**src/rtl/axi_clint_if.sv**
```systemverilog
// Bus bundle for the CLINT slave port: single-beat AXI4 AW/W/B/AR/R channels.
// Ports (slave view):
//   aw_* / w_* / ar_*   requests from the master (valid in, ready out)
//   b_* / r_*           responses to the master (valid out, ready in)
// The master modport is the mirror image and is used by whoever drives the bus.
interface axi_clint_if #(
    parameter int ID_W = 4
);
    logic [ID_W-1:0] aw_id;
    logic [31:0]     aw_addr;
    logic            aw_valid;
    logic            aw_ready;

    logic [63:0]     w_data;
    logic [7:0]      w_strb;
    logic            w_last;
    logic            w_valid;
    logic            w_ready;

    logic [ID_W-1:0] b_id;
    logic [1:0]      b_resp;
    logic            b_valid;
    logic            b_ready;

    logic [ID_W-1:0] ar_id;
    logic [31:0]     ar_addr;
    logic            ar_valid;
    logic            ar_ready;

    logic [ID_W-1:0] r_id;
    logic [63:0]     r_data;
    logic [1:0]      r_resp;
    logic            r_last;
    logic            r_valid;
    logic            r_ready;

    modport slave (
        input  aw_id, aw_addr, aw_valid,
        output aw_ready,
        input  w_data, w_strb, w_last, w_valid,
        output w_ready,
        output b_id, b_resp, b_valid,
        input  b_ready,
        input  ar_id, ar_addr, ar_valid,
        output ar_ready,
        output r_id, r_data, r_resp, r_last, r_valid,
        input  r_ready
    );

    modport master (
        output aw_id, aw_addr, aw_valid,
        input  aw_ready,
        output w_data, w_strb, w_last, w_valid,
        input  w_ready,
        input  b_id, b_resp, b_valid,
        output b_ready,
        output ar_id, ar_addr, ar_valid,
        input  ar_ready,
        input  r_id, r_data, r_resp, r_last, r_valid,
        output r_ready
    );
endinterface

```
**src/rtl/axi_clint.sv**
```systemverilog
// Core-local timer (CLINT) as an AXI4 slave.
// Holds a free-running, prescaled 64-bit mtime and a 64-bit mtimecmp, serves
// single-beat 64-bit reads/writes to them, and raises timer_intr (registered)
// while mtime >= mtimecmp.
// Ports:
//   clk          clock
//   rst          asynchronous reset, active low
//   axi          slave side of the AXI bundle (axi_clint_if.slave)
//   timer_intr   timer interrupt to the core
module axi_clint #(
    parameter logic [31:0] BASE_ADDR = 32'h0200_0000,
    parameter int          TICK_DIV  = 1,
    parameter int          ID_W      = 4
) (
    input  logic            clk,
    input  logic            rst,
    axi_clint_if.slave      axi,
    output logic            timer_intr
);

    localparam logic [31:0] CMP_ADDR  = BASE_ADDR + 32'h0000_4000;
    localparam logic [31:0] TIME_ADDR = BASE_ADDR + 32'h0000_BFF8;
    localparam int          PW        = (TICK_DIV > 1) ? $clog2(TICK_DIV) : 1;
    localparam logic [PW-1:0] PRE_LAST = PW'(TICK_DIV - 1);
    localparam logic [1:0]  RESP_OKAY   = 2'b00;
    localparam logic [1:0]  RESP_DECERR = 2'b11;

    typedef enum logic { W_IDLE, W_RESP } w_state_t;
    typedef enum logic { R_IDLE, R_RESP } r_state_t;

    function automatic logic [63:0] merge_bytes(input logic [63:0] old,
                                                input logic [63:0] data,
                                                input logic [7:0]  strb);
        logic [63:0] res;
        res = old;
        for (int i = 0; i < 8; i++) begin
            if (strb[i]) res[8*i +: 8] = data[8*i +: 8];
        end
        return res;
    endfunction

    logic [63:0]     mtime;
    logic [63:0]     mtimecmp;
    logic [PW-1:0]   prescale;

    w_state_t        w_state;
    logic            aw_got;
    logic            w_got;
    logic [31:0]     aw_addr_q;
    logic [ID_W-1:0] aw_id_q;
    logic [63:0]     w_data_q;
    logic [7:0]      w_strb_q;

    r_state_t        r_state;

    // Byte-lane offset and w_last carry no information for single-beat
    // 64-bit accesses.
    logic unused_bits;
    assign unused_bits = ^{axi.w_last, axi.aw_addr[2:0], axi.ar_addr[2:0]};

    // A channel's fields come straight from the bus in the cycle it
    // handshakes, otherwise from the latched copy, so the register update
    // can happen in the same cycle the second channel arrives.
    logic            aw_hs, w_hs, aw_have, w_have, wr_fire;
    logic [31:0]     wr_addr;
    logic [ID_W-1:0] wr_id;
    logic [63:0]     wr_data;
    logic [7:0]      wr_strb;
    logic [31:0]     wr_word;
    logic            wr_hit, wr_cmp, wr_time;

    assign aw_hs   = axi.aw_valid && axi.aw_ready;
    assign w_hs    = axi.w_valid && axi.w_ready;
    assign aw_have = aw_got || aw_hs;
    assign w_have  = w_got || w_hs;
    assign wr_fire = (w_state == W_IDLE) && aw_have && w_have;
    assign wr_addr = aw_hs ? axi.aw_addr : aw_addr_q;
    assign wr_id   = aw_hs ? axi.aw_id   : aw_id_q;
    assign wr_data = w_hs  ? axi.w_data  : w_data_q;
    assign wr_strb = w_hs  ? axi.w_strb  : w_strb_q;
    assign wr_word = {wr_addr[31:3], 3'b000};
    assign wr_hit  = (wr_word == CMP_ADDR) || (wr_word == TIME_ADDR);
    assign wr_cmp  = wr_fire && (wr_word == CMP_ADDR);
    assign wr_time = wr_fire && (wr_word == TIME_ADDR);

    logic [31:0] rd_word;
    logic        rd_hit;
    logic [63:0] rd_data;

    assign rd_word = {axi.ar_addr[31:3], 3'b000};
    assign rd_hit  = (rd_word == CMP_ADDR) || (rd_word == TIME_ADDR);
    assign rd_data = (rd_word == CMP_ADDR)  ? mtimecmp :
                     (rd_word == TIME_ADDR) ? mtime    : 64'd0;

    // Timer state: a software write to mtime takes priority over the tick
    // and restarts the prescaler so the next increment is a full period away.
    always_ff @(posedge clk or negedge rst) begin
        if (!rst) begin
            mtime      <= 64'd0;
            mtimecmp   <= 64'hFFFF_FFFF_FFFF_FFFF;
            prescale   <= '0;
            timer_intr <= 1'b0;
        end else begin
            timer_intr <= (mtime >= mtimecmp);
            if (wr_time) begin
                mtime    <= merge_bytes(mtime, wr_data, wr_strb);
                prescale <= '0;
            end else if (prescale == PRE_LAST) begin
                mtime    <= mtime + 64'd1;
                prescale <= '0;
            end else begin
                prescale <= prescale + 1'b1;
            end
            if (wr_cmp) mtimecmp <= merge_bytes(mtimecmp, wr_data, wr_strb);
        end
    end

    // Write FSM: AW and W are captured independently; each ready drops once
    // its channel is held and both stay low until the response is taken.
    always_ff @(posedge clk or negedge rst) begin
        if (!rst) begin
            w_state      <= W_IDLE;
            aw_got       <= 1'b0;
            w_got        <= 1'b0;
            aw_addr_q    <= '0;
            aw_id_q      <= '0;
            w_data_q     <= '0;
            w_strb_q     <= '0;
            axi.aw_ready <= 1'b0;
            axi.w_ready  <= 1'b0;
            axi.b_valid  <= 1'b0;
            axi.b_id     <= '0;
            axi.b_resp   <= '0;
        end else begin
            case (w_state)
                W_IDLE: begin
                    if (wr_fire) begin
                        w_state      <= W_RESP;
                        aw_got       <= 1'b0;
                        w_got        <= 1'b0;
                        axi.aw_ready <= 1'b0;
                        axi.w_ready  <= 1'b0;
                        axi.b_valid  <= 1'b1;
                        axi.b_id     <= wr_id;
                        axi.b_resp   <= wr_hit ? RESP_OKAY : RESP_DECERR;
                    end else begin
                        if (aw_hs) begin
                            aw_got    <= 1'b1;
                            aw_addr_q <= axi.aw_addr;
                            aw_id_q   <= axi.aw_id;
                        end
                        if (w_hs) begin
                            w_got    <= 1'b1;
                            w_data_q <= axi.w_data;
                            w_strb_q <= axi.w_strb;
                        end
                        axi.aw_ready <= !aw_have;
                        axi.w_ready  <= !w_have;
                    end
                end
                W_RESP: begin
                    if (axi.b_ready) begin
                        w_state      <= W_IDLE;
                        axi.b_valid  <= 1'b0;
                        axi.aw_ready <= 1'b1;
                        axi.w_ready  <= 1'b1;
                    end
                end
                default: w_state <= W_IDLE;
            endcase
        end
    end

    // Read FSM: data is sampled at the AR handshake, before any same-cycle
    // write lands, and held on R until the master takes it.
    always_ff @(posedge clk or negedge rst) begin
        if (!rst) begin
            r_state      <= R_IDLE;
            axi.ar_ready <= 1'b0;
            axi.r_valid  <= 1'b0;
            axi.r_last   <= 1'b0;
            axi.r_id     <= '0;
            axi.r_data   <= '0;
            axi.r_resp   <= '0;
        end else begin
            case (r_state)
                R_IDLE: begin
                    if (axi.ar_valid && axi.ar_ready) begin
                        r_state      <= R_RESP;
                        axi.ar_ready <= 1'b0;
                        axi.r_valid  <= 1'b1;
                        axi.r_last   <= 1'b1;
                        axi.r_id     <= axi.ar_id;
                        axi.r_data   <= rd_data;
                        axi.r_resp   <= rd_hit ? RESP_OKAY : RESP_DECERR;
                    end else begin
                        axi.ar_ready <= 1'b1;
                    end
                end
                R_RESP: begin
                    if (axi.r_ready) begin
                        r_state      <= R_IDLE;
                        axi.r_valid  <= 1'b0;
                        axi.r_last   <= 1'b0;
                        axi.ar_ready <= 1'b1;
                    end
                end
                default: r_state <= R_IDLE;
            endcase
        end
    end

endmodule

```
**src/flat_wrapper.sv**
```systemverilog
// flat-port wrapper written by rule: the top's interface ports become plain ports
module axi_clint_flat 
#(
    parameter logic [31:0] BASE_ADDR = 32'h0200_0000,
    parameter int          TICK_DIV  = 1,
    parameter int          ID_W      = 4
)
  (clk, rst, timer_intr, axi_aw_id, axi_aw_addr, axi_aw_valid, axi_aw_ready, axi_w_data, axi_w_strb, axi_w_last, axi_w_valid, axi_w_ready, axi_b_id, axi_b_resp, axi_b_valid, axi_b_ready, axi_ar_id, axi_ar_addr, axi_ar_valid, axi_ar_ready, axi_r_id, axi_r_data, axi_r_resp, axi_r_last, axi_r_valid, axi_r_ready);
  axi_clint_if #(.ID_W(ID_W)) axi_i ();
  input  logic clk;
  input  logic rst;
  output logic timer_intr;
  input wire logic [$bits(axi_i.aw_id)-1:0] axi_aw_id;
  input wire logic [$bits(axi_i.aw_addr)-1:0] axi_aw_addr;
  input wire logic [$bits(axi_i.aw_valid)-1:0] axi_aw_valid;
  output wire logic [$bits(axi_i.aw_ready)-1:0] axi_aw_ready;
  input wire logic [$bits(axi_i.w_data)-1:0] axi_w_data;
  input wire logic [$bits(axi_i.w_strb)-1:0] axi_w_strb;
  input wire logic [$bits(axi_i.w_last)-1:0] axi_w_last;
  input wire logic [$bits(axi_i.w_valid)-1:0] axi_w_valid;
  output wire logic [$bits(axi_i.w_ready)-1:0] axi_w_ready;
  output wire logic [$bits(axi_i.b_id)-1:0] axi_b_id;
  output wire logic [$bits(axi_i.b_resp)-1:0] axi_b_resp;
  output wire logic [$bits(axi_i.b_valid)-1:0] axi_b_valid;
  input wire logic [$bits(axi_i.b_ready)-1:0] axi_b_ready;
  input wire logic [$bits(axi_i.ar_id)-1:0] axi_ar_id;
  input wire logic [$bits(axi_i.ar_addr)-1:0] axi_ar_addr;
  input wire logic [$bits(axi_i.ar_valid)-1:0] axi_ar_valid;
  output wire logic [$bits(axi_i.ar_ready)-1:0] axi_ar_ready;
  output wire logic [$bits(axi_i.r_id)-1:0] axi_r_id;
  output wire logic [$bits(axi_i.r_data)-1:0] axi_r_data;
  output wire logic [$bits(axi_i.r_resp)-1:0] axi_r_resp;
  output wire logic [$bits(axi_i.r_last)-1:0] axi_r_last;
  output wire logic [$bits(axi_i.r_valid)-1:0] axi_r_valid;
  input wire logic [$bits(axi_i.r_ready)-1:0] axi_r_ready;
  assign axi_i.aw_id = axi_aw_id;
  assign axi_i.aw_addr = axi_aw_addr;
  assign axi_i.aw_valid = axi_aw_valid;
  assign axi_aw_ready = axi_i.aw_ready;
  assign axi_i.w_data = axi_w_data;
  assign axi_i.w_strb = axi_w_strb;
  assign axi_i.w_last = axi_w_last;
  assign axi_i.w_valid = axi_w_valid;
  assign axi_w_ready = axi_i.w_ready;
  assign axi_b_id = axi_i.b_id;
  assign axi_b_resp = axi_i.b_resp;
  assign axi_b_valid = axi_i.b_valid;
  assign axi_i.b_ready = axi_b_ready;
  assign axi_i.ar_id = axi_ar_id;
  assign axi_i.ar_addr = axi_ar_addr;
  assign axi_i.ar_valid = axi_ar_valid;
  assign axi_ar_ready = axi_i.ar_ready;
  assign axi_r_id = axi_i.r_id;
  assign axi_r_data = axi_i.r_data;
  assign axi_r_resp = axi_i.r_resp;
  assign axi_r_last = axi_i.r_last;
  assign axi_r_valid = axi_i.r_valid;
  assign axi_i.r_ready = axi_r_ready;
  axi_clint #(.BASE_ADDR(BASE_ADDR), .TICK_DIV(TICK_DIV), .ID_W(ID_W)) u_core (.clk(clk), .rst(rst), .axi(axi_i), .timer_intr(timer_intr));
endmodule
```
**config.mk**
```make
export PLATFORM = sky130hd
export DESIGN_NAME = axi_clint_flat
export DESIGN_NICKNAME = d
export VERILOG_FILES = /design/src/rtl/axi_clint_if.sv /design/src/rtl/axi_clint.sv /design/src/flat_wrapper.sv
export SDC_FILE = /design/constraint.sdc
export NUM_CORES = 1
export LEC_CHECK = 0
export CAP_MARGIN = 20
export CELL_PAD_IN_SITES_DETAIL_PLACEMENT = 0
export CELL_PAD_IN_SITES_GLOBAL_PLACEMENT = 1
export CORE_ASPECT_RATIO = 0.9
export CORE_MARGIN = 2
export CORE_UTILIZATION = 48
export CTS_BUF_LIST = sky130_fd_sc_hd__clkbuf_8
export DETAILED_ROUTE_END_ITERATION = 10
export PLACE_DENSITY = 0.88
export SETUP_SLACK_MARGIN = 0.5
export SYNTH_ARGS = -nofsm -noshare
export SYNTH_HDL_FRONTEND = slang
export SYNTH_SLANG_ARGS = --single-unit
```
**constraint.sdc**
```tcl
create_clock -name clk -period 5.5 [get_ports clk]
set_input_delay 1.1 -clock clk [delete_from_list [all_inputs] [get_ports clk]]
set_output_delay 1.1 -clock clk [all_outputs]
set_load 0.05 [all_outputs]
```
# Word level (Yosys, flattened, before mapping)
# Cells that the tools add are included.
# Widths: inputs -> output; s select.
# classes
addsub	2
mul	0
div	0
n_lt_le_gt_ge	1
eq_ne	17
shifts	0
muxes	44
bitwise_logic	3
n_reduce_logical	39
# op_table
cell	n
$mux 64	5
$eq 29x23->1 const B	4
$mux 8	9
$add 64x1->64 const B	1
$ge 64x64->1	1
$reduce_and 2->1	23
$mux 32	1
$ne 2x1->1 const B	10
$mux 1	19
$pmux 1 s2	7
$logic_and 1x1->1	7
$ne 2x2->1 const B	3
$logic_or 1x1->1	4
$mux 2	2
$mux 4	1
$reduce_bool 2->1	2
$not 1->1	3
$reduce_and 3->1	1
$logic_not 1->1	2
$add 1x1->1 const B	1
# word_totals
regBits	323
latch_bits	0
ram_bits	0
romBits	0
in_bits	152
out_inout_bits	83
mem_count	0

# Longest topological paths before layout
# Gate-level depths: netlist of the first run.
# depth
word_depth	7
ltp_mapped	9
mapped_depth_nobuf	8

# Worst setup path before layout of the first run
# Ideal clock, no wire load.
# synth_path
kind	input to register
from	input port axi_aw_addr[15]
to	register u_core.mtimecmp[23]
setup_ns	0.085
t_arrival_ns	2.756
t_required_ns	5.415
path_slack_ns	2.659
path_stages	7
n_path_buf	1
path_cell_list	or4b_1 nor3_1 nand4_1 a21oi_4 nand2b_1 buf_2 mux2_1
# synth_via
elab_chain_cells	4
# synth_lines
element	line_no	rtl
start, declared	flat_wrapper.sv:14	input wire logic [$bits(axi_i.aw_addr)-1:0] axi_aw_addr;
$mux 32	n/a	
$eq 29x23->1	axi_clint.sv:83	assign wr_cmp = wr_fire && (wr_word == CMP_ADDR);
$logic_and 1x1->1	axi_clint.sv:83	
$reduce_and 2->1 (no source line)	n/a	
end signal, assigned	axi_clint.sv:114	if (wr_cmp) mtimecmp <= merge_bytes(mtimecmp, wr_data, wr_strb);
end, declared	axi_clint.sv:43	logic [63:0] mtimecmp;
# Every way passes these cells.
# A chain may end at the register's enable or synchronous reset.

# Worst setup path in the final report of the first run
# layout_path
from	input port axi_aw_valid
to	register u_core.mtime[3]
# layout_via
elab_chain_cells	7
elab_cells_between_ends	11
cone_classes	eq/ne: 3; mux: 2; reduce/logical: 6
# layout_lines
element	line_no	rtl
start, declared	flat_wrapper.sv:15	input wire logic [$bits(axi_i.aw_valid)-1:0] axi_aw_valid;
$logic_and 1x1->1 (*)	axi_clint.sv:72	assign aw_hs = axi.aw_valid && axi.aw_ready;
branches (longest 3 deep; another with $mux 32)	n/a	
$logic_and 1x1->1 (*)	axi_clint.sv:84	assign wr_time = wr_fire && (wr_word == TIME_ADDR);
$ne 2x1->1 (no source line) / $ne 2x2->1 (equally long branches)	n/a	
$reduce_and 2->1 (no source line)	n/a	
end signal, assigned	axi_clint.sv:106	mtime <= merge_bytes(mtime, wr_data, wr_strb);
end signal, assigned	axi_clint.sv:109	mtime <= mtime + 64'd1;
end, declared	axi_clint.sv:42	logic [63:0] mtime;
# Mark *: on every way between the ends.

==> flow_summary.json, run 1 <==
{
  "synth_warnings": 0,
  "drv_cap": 0,
  "post_cts_buffers": 0,
  "syn_inst": 1639,
  "core.rowCount": 65,
  "yosys.area.top_type": "dfrtp_1",
  "hold_path_depth": 1,
  "synthTopCellsByArea": "dfrtp_1 37%, mux2i_1 11%, dfstp_2 9.8%",
  "cts_resized": 0,
  "grt_max_degree": 119,
  "io_pins": 235,
  "period_needed_ps": 3866,
  "final_common_cell": "dfrtp_1",
  "drc_errors": 0,
  "antennaDiodeCount": 0,
  "chipWidth_um": 202.9,
  "internal_power_mw": 4.709,
  "setup_viol": 0,
  "gr-usage-all-layers": 0.2518,
  "die_h_um": 183.0,
  "io_buffers": 227,
  "p_per_area_nw_per_um2": 346.2,
  "hold_path_end": "u_core.axi.ar_ready$_DFFE_PN0P_",
  "path_clk_slew_ps": 60,
  "hold_path.class": "reg -> reg",
  "synth_flop_cell": "dfrtp_1",
  "clock_skew_ps": 29.03,
  "async_flop_share": 1.000,
  "syn_nets": 1856,
  "final_cell_mix": "253 x dfrtp_1, 226 x clkdlybuf4s50_1, 184 x mux2i_1, 140 x nand2_1, 120 x a21oi_1",
  "drt_iter0_markers": 983,
  "syn_area_per_cell_um2": 10.43,
  "cp-end-kind": "flop",
  "final_nets": 2079,
  "swShare": 0.3466,
  "ys_seq_elements": 317,
  "grt_overflow_total": 0,
  "rsz0062_at_grt": "false",
  "r2r_end": "u_core.mtime[53]$_DFFE_PN0P_",
  "ir_drop_mv": 0.2733,
  "synth_edf_count": 0,
  "cts_buffer_depth": 3,
  "yosysUniqueCellTypes": 85,
  "pwr-share-clk": 0.290,
  "antenna_found_initial": 0,
  "rrSetupSlack_ps": 1930,
  "period_share": 0.7029,
  "syn_area_um2": 17090,
  "cts_tree": "yes",
  "seq_area_frac_synth": 0.4688,
  "critPathMaxFanout": 17,
  "synth_top_area_share": 0.3704,
  "cts_root_buf": "clkbuf_8",
  "via_count": 13720,
  "whs_ps": 470.8,
  "finalSetupTns_ps": 0,
  "place.gp.congestion": 0.8790,
  "layout-drive-gt1-share": 0.1426,
  "min_from": "u_core.r_state$_DFF_PN0_",
  "final_antenna_net_count": 0,
  "drt-vias-per-instance": 5.774,
  "required_ps": 6000,
  "grt_pass1_vias": 13710,
  "cts_sinks": 317,
  "max_slew_margin": 0.2677,
  "cp.arrival_ps": 4370,
  "dp_hpwl_um": 32410,
  "r2r-start": "u_core.mtime[8]$_DFFE_PN0P_",
  "critical_path_class": "in -> reg",
  "start_util": 0.4876,
  "slew_viol_final": 0,
  "cts-buffers-inserted": 54,
  "syn_to_final_growth_pct": 21.81,
  "status": "finished clean",
  "final_util": 0.5939,
  "die_area_um2": 37130,
  "crit_path_start_kind": "primary input",
  "grt_pass1_wl_um": 74710,
  "drt_pass1_iterations": 5,
  "wirelength_um": 46440,
  "seq_power_share": 0.423,
  "core_area_um2": 35050,
  "insertion_delay_ps": 610,
  "worst-r2r-cell-count": 6,
  "placed_cell_area_um2": 19730,
  "wl_per_cell_um": 19.55,
  "finalPower_mw": 7.207,
  "timing_hold_violations_final": 0,
  "p_sw_mw": 2.498,
  "fmax_ghz": 0.2587,
  "worst_pin_slew_ps": 1098,
  "p_leak_nw": 9.427,
  "pwr-share-comb": 0.286,
  "cts_htree_levels": 2,
  "ctsHoldBuffers": 0,
  "final_area_um2": 20820
}
[synth_stat cells, types with 4 or more instances]
library cell / n
nand3_1: 46
a21oi_1: 120
nor4_1: 14
inv_1: 78
nor3_2: 4
a32o_1: 5
nand4_1: 31
nor2_1: 104
o32ai_1: 10
a22oi_1: 20
mux2_1: 4
nor3_4: 4
nand2b_1: 9
dfrtp_1: 253
clkbuf_1: 32
nand2_1: 141
mux2i_1: 184
a31oi_1: 5
mux2_2: 61
and2_1: 7
o21ai_1: 27
ha_1: 65
a221oi_1: 23
o21a_1: 4
buf_4: 8
a211oi_1: 11
nor3_1: 35
buf_6: 9
a221o_1: 4
nand2_2: 5
o22ai_1: 6
a211o_1: 20
and4_1: 9
a21o_1: 7
o21ai_0: 78
buf_2: 31
and3_1: 23
dfstp_2: 64
[power groups by stage]
| stage | registers, mW | logic (mW) | clock network (mW) |
|---|---|---|---|
| after floorplan | 3.17 | 1.29 | 0 |
| after global placement | 3.06 | 2.03 | 0 |
| after detailed placement | 3.09 | 2.08 | 0 |
| after CTS | 3.05 | 2.08 | 2.14 |
| after global routing | 3.11 | 2.25 | 2.24 |
| final | 3.05 | 2.06 | 2.09 |
[metrics by stage]
stage               std cells  setup slack [ps]
floorplan                1639              2659
global placement         2274              1157
detailed placement       2274              1068
CTS                      2375              1697
global route             2376              1423
finish                   2376              1634
[worst max-delay path by stage]
stage	from	end	slack (ps)
3_3_place_gp	axi_aw_valid	u_core.mtime[3]$_DFFE_PN0P_	1160
2_1_floorplan	axi_aw_addr[15]	u_core.mtimecmp[23]$_DFFE_PN1P_	2660
5_1_grt	axi_aw_valid	u_core.mtime[3]$_DFFE_PN0P_	1420
6_report	axi_aw_valid	u_core.mtime[3]$_DFFE_PN0P_	1630
4_1_cts	axi_aw_valid	u_core.mtime[3]$_DFFE_PN0P_	1700
3_5_place_dp	axi_aw_valid	u_core.mtime[3]$_DFFE_PN0P_	1070
[sequential cells by signal, summed over array words and instances (netlist names), 4 cells and up]
signal             count
u_core.aw_addr_q      29
u_core.w_data_q       64
u_core.mtime          64
u_core.w_strb_q        8
u_core.mtimecmp       64
u_core.axi.b_id        4
u_core.aw_id_q         4
u_core.axi.r_data     64
u_core.axi.r_id        4
[final cells by class]
cell class,count,area [µm²]
clock inverter,33,133.9
sequential,317,8013
clock buffer,68,935.9
timing repair buffer,248,2485
multi-input combinational,1163,8372
tap,469,586.8
inverter,78,292.8
fill,2991,14230
[per-layer routing]
layer,part of all wire,up-vias,GRT usage
met5,0,-,0
met4,0.023,0,0.07007
met3,0.058,93,0.04424
met2,0.46,449,0.3962
met1,0.46,6698,0.3595
li1,-,6478,-
[cells by family (layout without fill, tap and decap cells)]
group	count (synthesis)	in the layout	share of synthesized area
adder cells (fa/ha/maj)	65	65	0.04758
flip-flops	317	317	0.4688
AND/OR/NAND/NOR	473	473	0.1473
AO/OA/AOI/OAI	376	376	0.1428
buffers and inverters	159	427	0.04290
multiplexers	249	249	0.1506
[critical path, cell delays in order]
cell	delay [ps]
clkdlybuf4s50_1	550
and2_1	510
nand4_4	260
a221o_1	820
nor2_4	650
o21ai_0	180
a221oi_1	290
Power figures use the tool's default switching activity.
==> run 2, diff against run 1 <==
CORE_UTILIZATION = 41   (was 48)
PLACE_DENSITY = 0.8   (was 0.88)
clock period = 3.25 ns   (was 5.5 ns; I/O delays follow)
==> run 2 against run 1 <==
  * Core utilization down 6.5 points
  * Worst hold slack better by 2.0 ps
  * Sequential cell count unchanged
==> flow_summary.json, run 2 (synthesis results as in run 1) <==
{
  "status": "finished clean",
  "ir_drop_mv": 0.5174,
  "wirelength_um": 48650,
  "slowest_delay_ps": 620,
  "critPathMaxFanout": 10,
  "path_cells": "and4_4 > and3_1 > nand4_2 > or4_1 > a211o_1 > a22oi_2",
  "core_area_um2": 40900,
  "io_pins": 235,
  "place.gp.congestion": 0.8763,
  "via_count": 13990,
  "wl_per_cell_um": 19.45,
  "gr-usage-all-layers": 0.2246,
  "start_util": 0.4179,
  "final_antenna_net_count": 0,
  "cts_sinks": 317,
  "final_common_cell": "dfrtp_1",
  "finalPower_mw": 12.70,
  "grt_pass1_vias": 14140,
  "worst_pin_slew_ps": 854.0,
  "path_clk_slew_ps": 60,
  "cts_buffer_depth": 3,
  "max_slew_margin": 0.4307,
  "rrSetupSlack_ps": 610,
  "crit_family": "simple AND/OR/NAND/NOR gates",
  "grt_max_degree": 94,
  "cts_tree": "yes",
  "layout-drive-gt1-share": 0.1729,
  "drt_iter0_markers": 1065,
  "cts-buffers-inserted": 54,
  "drt_pass1_iterations": 5,
  "period_needed_ps": 2638,
  "seq_area_um2": 8013,
  "placed_cell_area_um2": 20400,
  "cts_htree_levels": 2,
  "clock_skew_ps": 27.60,
  "setup_viol": 0,
  "grt_pass1_wl_um": 77220,
  "rsz0062_at_grt": "false",
  "die_area_um2": 43340,
  "cpMaxStageDelayCell": "or4_1",
  "core.rowCount": 70,
  "p_sw_mw": 4.347,
  "multiInputGateArea_um2": 8412,
  "grt_overflow_total": 0,
  "p_per_area_nw_per_um2": 587.5,
  "critical_path_class": "reg -> reg",
  "final_nets": 2133,
  "hold_path.class": "reg -> reg",
  "final_cell_mix": "253 x dfrtp_1, 226 x clkdlybuf4s50_1, 184 x mux2i_1, 140 x nand2_1, 120 x a21oi_1",
  "insertion_delay_ps": 610,
  "die_h_um": 197.7,
  "slew_viol_final": 0,
  "swShare": 0.3423,
  "seq_power_share": 0.407,
  "internal_power_mw": 8.352,
  "worst-path-buf-inv": 0,
  "required_ps": 3760,
  "period_share": 0.8116,
  "drv_cap": 0,
  "pwr-share-clk": 0.303,
  "antennaDiodeCount": 0,
  "timing_hold_violations_final": 0,
  "io_buffers": 227,
  "drc_errors": 0,
  "cp.arrival_ps": 3150,
  "syn_to_final_growth_pct": 26.48,
  "p_leak_nw": 9.794,
  "drt-vias-per-instance": 5.592,
  "chipWidth_um": 219.2,
  "fmax_ghz": 0.3791,
  "pwr-share-comb": 0.290,
  "final_area_um2": 21620,
  "cp-end-kind": "flop",
  "crit_path_start_kind": "flop",
  "fillers": 3636,
  "cts_root_buf": "clkbuf_8",
  "antenna_found_initial": 0,
  "dp_hpwl_um": 34760
}
run 2: cell types whose count changed in the layout (fill, tap and decap cells not counted), moves of 2 or more:
cell,before,now
buf_12,4,17
clkinv_2,8,10
clkbuf_8,68,72
buf_4,17,57
inv_1,103,94
bufinv_16,0,2
run 2: worst reg2reg max path, delay by kind of cell (launching register included):
| family | cells | cell delay [ps] |
|---|---|---|
| DFF | 1 | 470 |
| AOI/OAI and AO/OA | 2 | 430 |
| and+or+nand+nor | 4 | 1630 |
run 2: final timing paths:
| kind | start | end | cells after the start |
|---|---|---|---|
| worst max-delay path | u_core.mtime[16]$_DFFE_PN0P_ | u_core.mtime[52]$_DFFE_PN0P_ | 6 |
| worst min-delay path | u_core.r_state$_DFF_PN0_ | u_core.axi.ar_ready$_DFFE_PN0P_ | 1 |
| worst max register to register | u_core.mtime[16]$_DFFE_PN0P_ | u_core.mtime[52]$_DFFE_PN0P_ | 6 |
| worst min register to register | u_core.r_state$_DFF_PN0_ | u_core.axi.ar_ready$_DFFE_PN0P_ | 1 |
| max in group asynchronous | rst | u_core.mtimecmp[28]$_DFFE_PN1P_ | 3 |
| min in group asynchronous | rst | u_core.axi.r_id[0]$_DFFE_PN0P_ | 2 |
run 2: stage by stage:
step | hold slack, ps | TNS [ps] | setup WS (ps) | utilization | instances
after floorplan | 354.4 | 0 | 836.5 | - | 1639
after global placement | 455.4 | -282.2 | -47.58 | 0.4987 | 2399
after detailed placement | 471.4 | -580.3 | -71.63 | 0.4987 | 2399
after CTS | 478.8 | 0 | 539.2 | 0.5278 | 2501
after global routing | 504.5 | 0 | 526.5 | 0.5285 | 2501
final | 472.8 | 0 | 612.4 | 0.5285 | 2501
run 2: what timing repair did:
| item | 4_1_cts | 5_1_grt |
|---|---|---|
| endpoints found under the hold margin | 16 | 0 |
| buffers inserted | 0 | 0 |
| endpoints found under the setup margin | 1 | 21 |
| hold buffers | 1 | 0 |
| gates resized for setup | 2 | 5 |
| pin swaps | 0 | 0 |
run 2: final cells by class:
class	count	share of cell area
Timing Repair Buffer	302	0.1413
Clock buffer	72	0.04584
Inverter	78	0.01354
Sequential cell	317	0.3707
Clock inverter	29	0.008219
Tap cell	540	0.03126
Multi-Input combinational cell	1163	0.3891
run 2: power by group through the flow:
stage / Combinational, mW / Sequential, mW / Clock (mW)
final: 3.69 / 5.16 / 3.85
after global routing: 4.02 / 5.26 / 4.11
after CTS: 3.72 / 5.16 / 3.94
after detailed placement: 3.71 / 5.23 / 0
after global placement: 3.64 / 5.18 / 0
after floorplan: 2.19 / 5.37 / 0
run 2: metal layers:
metal,track usage,up-vias,routed length (µm)
met5,0,-,0
met2,0.3529,460,21970
met1,0.3180,6841,22640
li1,-,6587,-
met4,0.06532,0,1163
met3,0.03932,97,2877
==> run 3, diff against run 2 <==
CORE_UTILIZATION = 45   (was 41)
PLACE_DENSITY = 0.83   (was 0.8)
clock period = 2.7 ns   (was 3.25 ns; I/O delays follow)
==> run 3 against run 2 <==
  * Non-clock buffer count increased by 172
  * Die area decreased by 8.7%
  * Highest routed layer unchanged
  * Critical path type is now in -> reg
  * Sequential share of layout area decreased by 4.3 points
  * Clock skew decreased by 3.2 ps
  * First-iteration DRC count increased by 3.6%
  * Sequential power increased by 21%
  * Combinational power increased by 38%
  * Via count increased by 6.9%
  * Global-route usage increased by 3.8 points
  * Worst setup slack got worse by 390 ps
  * Worst hold slack got worse by 160 ps
==> flow_summary.json, run 3 (synthesis results as in run 1) <==
{
  "status": "finished clean",
  "min_from": "axi_aw_addr[29]",
  "final_antenna_net_count": 0,
  "layout-drive-gt1-share": 0.3213,
  "p_leak_nw": 11.48,
  "gr-usage-all-layers": 0.2629,
  "grt_pass1_vias": 15280,
  "timing_hold_violations_final": 0,
  "path_clk_slew_ps": 60,
  "critical_path_class": "in -> reg",
  "cts_buffer_depth": 3,
  "hold_path_depth": 2,
  "chipWidth_um": 209.4,
  "fmax_ghz": 0.4037,
  "grt_overflow_total": 0,
  "critPathMaxFanout": 6,
  "drt-vias-per-instance": 5.709,
  "drc_errors": 0,
  "required_ps": 3160,
  "cpMaxStageDelayCell": "clkdlybuf4s50_1",
  "crit_family": "buffers and inverters",
  "core_area_um2": 37300,
  "syn_to_final_growth_pct": 43.19,
  "die_h_um": 188.9,
  "crit_path_start_kind": "primary input",
  "insertion_delay_ps": 620,
  "wirelength_um": 53870,
  "core.rowCount": 67,
  "seq_area_um2": 8020,
  "finalPower_mw": 16.01,
  "cts_tree": "yes",
  "hold_path.class": "in -> reg",
  "via_count": 14950,
  "ir_drop_mv": 0.5495,
  "max_slew_margin": 0.5984,
  "antenna_found_initial": 0,
  "crit_start": "axi_aw_addr[27]",
  "cts_root_buf": "clkbuf_8",
  "p_per_area_nw_per_um2": 654.0,
  "wl_per_cell_um": 20.58,
  "drv_cap": 0,
  "io_buffers": 227,
  "grt_max_degree": 78,
  "cts_htree_levels": 2,
  "rsz0062_at_grt": "true",
  "fillers": 2906,
  "drt_iter0_markers": 1103,
  "r2r-start": "u_core.mtimecmp[46]$_DFFE_PN1P_",
  "antennaDiodeCount": 0,
  "grt_pass1_wl_um": 82710,
  "io_pins": 235,
  "final_nets": 2306,
  "place.gp.congestion": 0.9001,
  "slew_viol_final": 0,
  "setup_viol": 0,
  "placed_cell_area_um2": 21320,
  "path_common_cell": "buf_4",
  "period_needed_ps": 2477,
  "worst_pin_slew_ps": 585.7,
  "final_area_um2": 24470,
  "worst-path-buf-inv": 5,
  "final_cell_mix": "247 x dfrtp_1, 177 x mux2i_1, 153 x buf_4, 138 x clkdlybuf4s50_1, 134 x nand2_1",
  "cts-buffers-inserted": 54,
  "dp_hpwl_um": 36290,
  "slowest_delay_ps": 450,
  "start_util": 0.4582,
  "path_cells": "clkdlybuf4s50_1 > nor4_4 > nand4_4 > buf_4 > a221oi_4 > buf_4 > buf_6 > buf_8 > a2111oi_4 > a211oi_2 > a221oi_2",
  "cp.arrival_ps": 2940,
  "clock_skew_ps": 24.42,
  "cp.depth": 11,
  "cp-end-kind": "flop",
  "worst-r2r-cell-count": 11,
  "final_common_cell": "dfrtp_1",
  "die_area_um2": 39560,
  "period_share": 0.9175,
  "drt_pass1_iterations": 5,
  "multiInputGateArea_um2": 9604,
  "cts_sinks": 317
}
[run 3: cell count changes in the layout (fill, tap and decap cells not counted), sizes merged]
cell,before,now
clkdlybuf4s50,226,138
bufbuf,0,1
dlygate4sd2,0,82
nor2,108,109
clkinv,10,11
buf,75,242
clkinvlp,1,0
dlymetal6s2s,0,5
clkbuf,72,78
[run 3: worst reg2reg max path: cells and delay by family (launching register included)]
kind,cells,cell delay (ps)
buffers and inverters,4,550
AO/OA/AOI/OAI,2,410
adder cells (fa/ha/maj),1,270
flip-flops,1,540
AND/OR/NAND/NOR,4,650
[run 3: cell type report]
class | count | area share
flip-flops and latches | 317 | 0.3277
inverters | 78 | 0.01196
clock buffers | 73 | 0.04105
multi-input cells | 1164 | 0.3924
repair buffers | 474 | 0.1950
clock inverters | 29 | 0.007157
well taps | 483 | 0.02469
[run 3: final timing paths]
path / end / slack, ps
min reg2reg: u_core.axi.b_valid$_DFFE_PN0P_ / 480
max in group asynchronous: u_core.mtimecmp[14]$_DFFE_PN1P_ / 1390
min: u_core.aw_addr_q[29]$_DFFE_PN0P_ / 310
min in group asynchronous: u_core.axi.r_id[3]$_DFFE_PN0P_ / 470
max: u_core.mtime[53]$_DFFE_PN0P_ / 220
max reg2reg: u_core.timer_intr$_DFF_PN0_ / 230
[run 3: power by group]
part,internal [mW],switching [mW]
Sequential,5.68,0.563
Clock,2.60,2.05
Combinational,2.14,2.97
Total,10.4,5.58
[run 3: per-stage QoR]
| stage | util | hold WS (ps) | worst slack, ps | instances | TNS (ps) |
|---|---|---|---|---|---|
| floorplan | - | 244.4 | 462.0 | 1639 | 0 |
| global placement | 0.5714 | 454.3 | -260.0 | 2458 | -26450 |
| detailed placement | 0.5714 | 468.9 | -307.3 | 2458 | -28770 |
| CTS | 0.6344 | 437.7 | 246.8 | 2598 | 0 |
| global route | 0.6560 | 324.7 | 133.5 | 2618 | 0 |
| finish | 0.6560 | 309.2 | 222.8 | 2618 | 0 |
[run 3: timing repair]
action	CTS	global route
hold endpoints to repair	43	0
setup endpoints to repair	209	193
hold buffers	1	0
resized for setup	275	125
gates cloned	8	5
buffers inserted	29	15
pin swaps	81	76
[run 3: layer usage]
metal / GRT usage / up-vias / share of wire
li1: - / 6940 / -
met1: 0.3530 / 7414 / 0.44
met2: 0.4294 / 476 / 0.47
met3: 0.05059 / 116 / 0.057
met4: 0.08654 / 0 / 0.030
met5: 0.004926 / - / 0
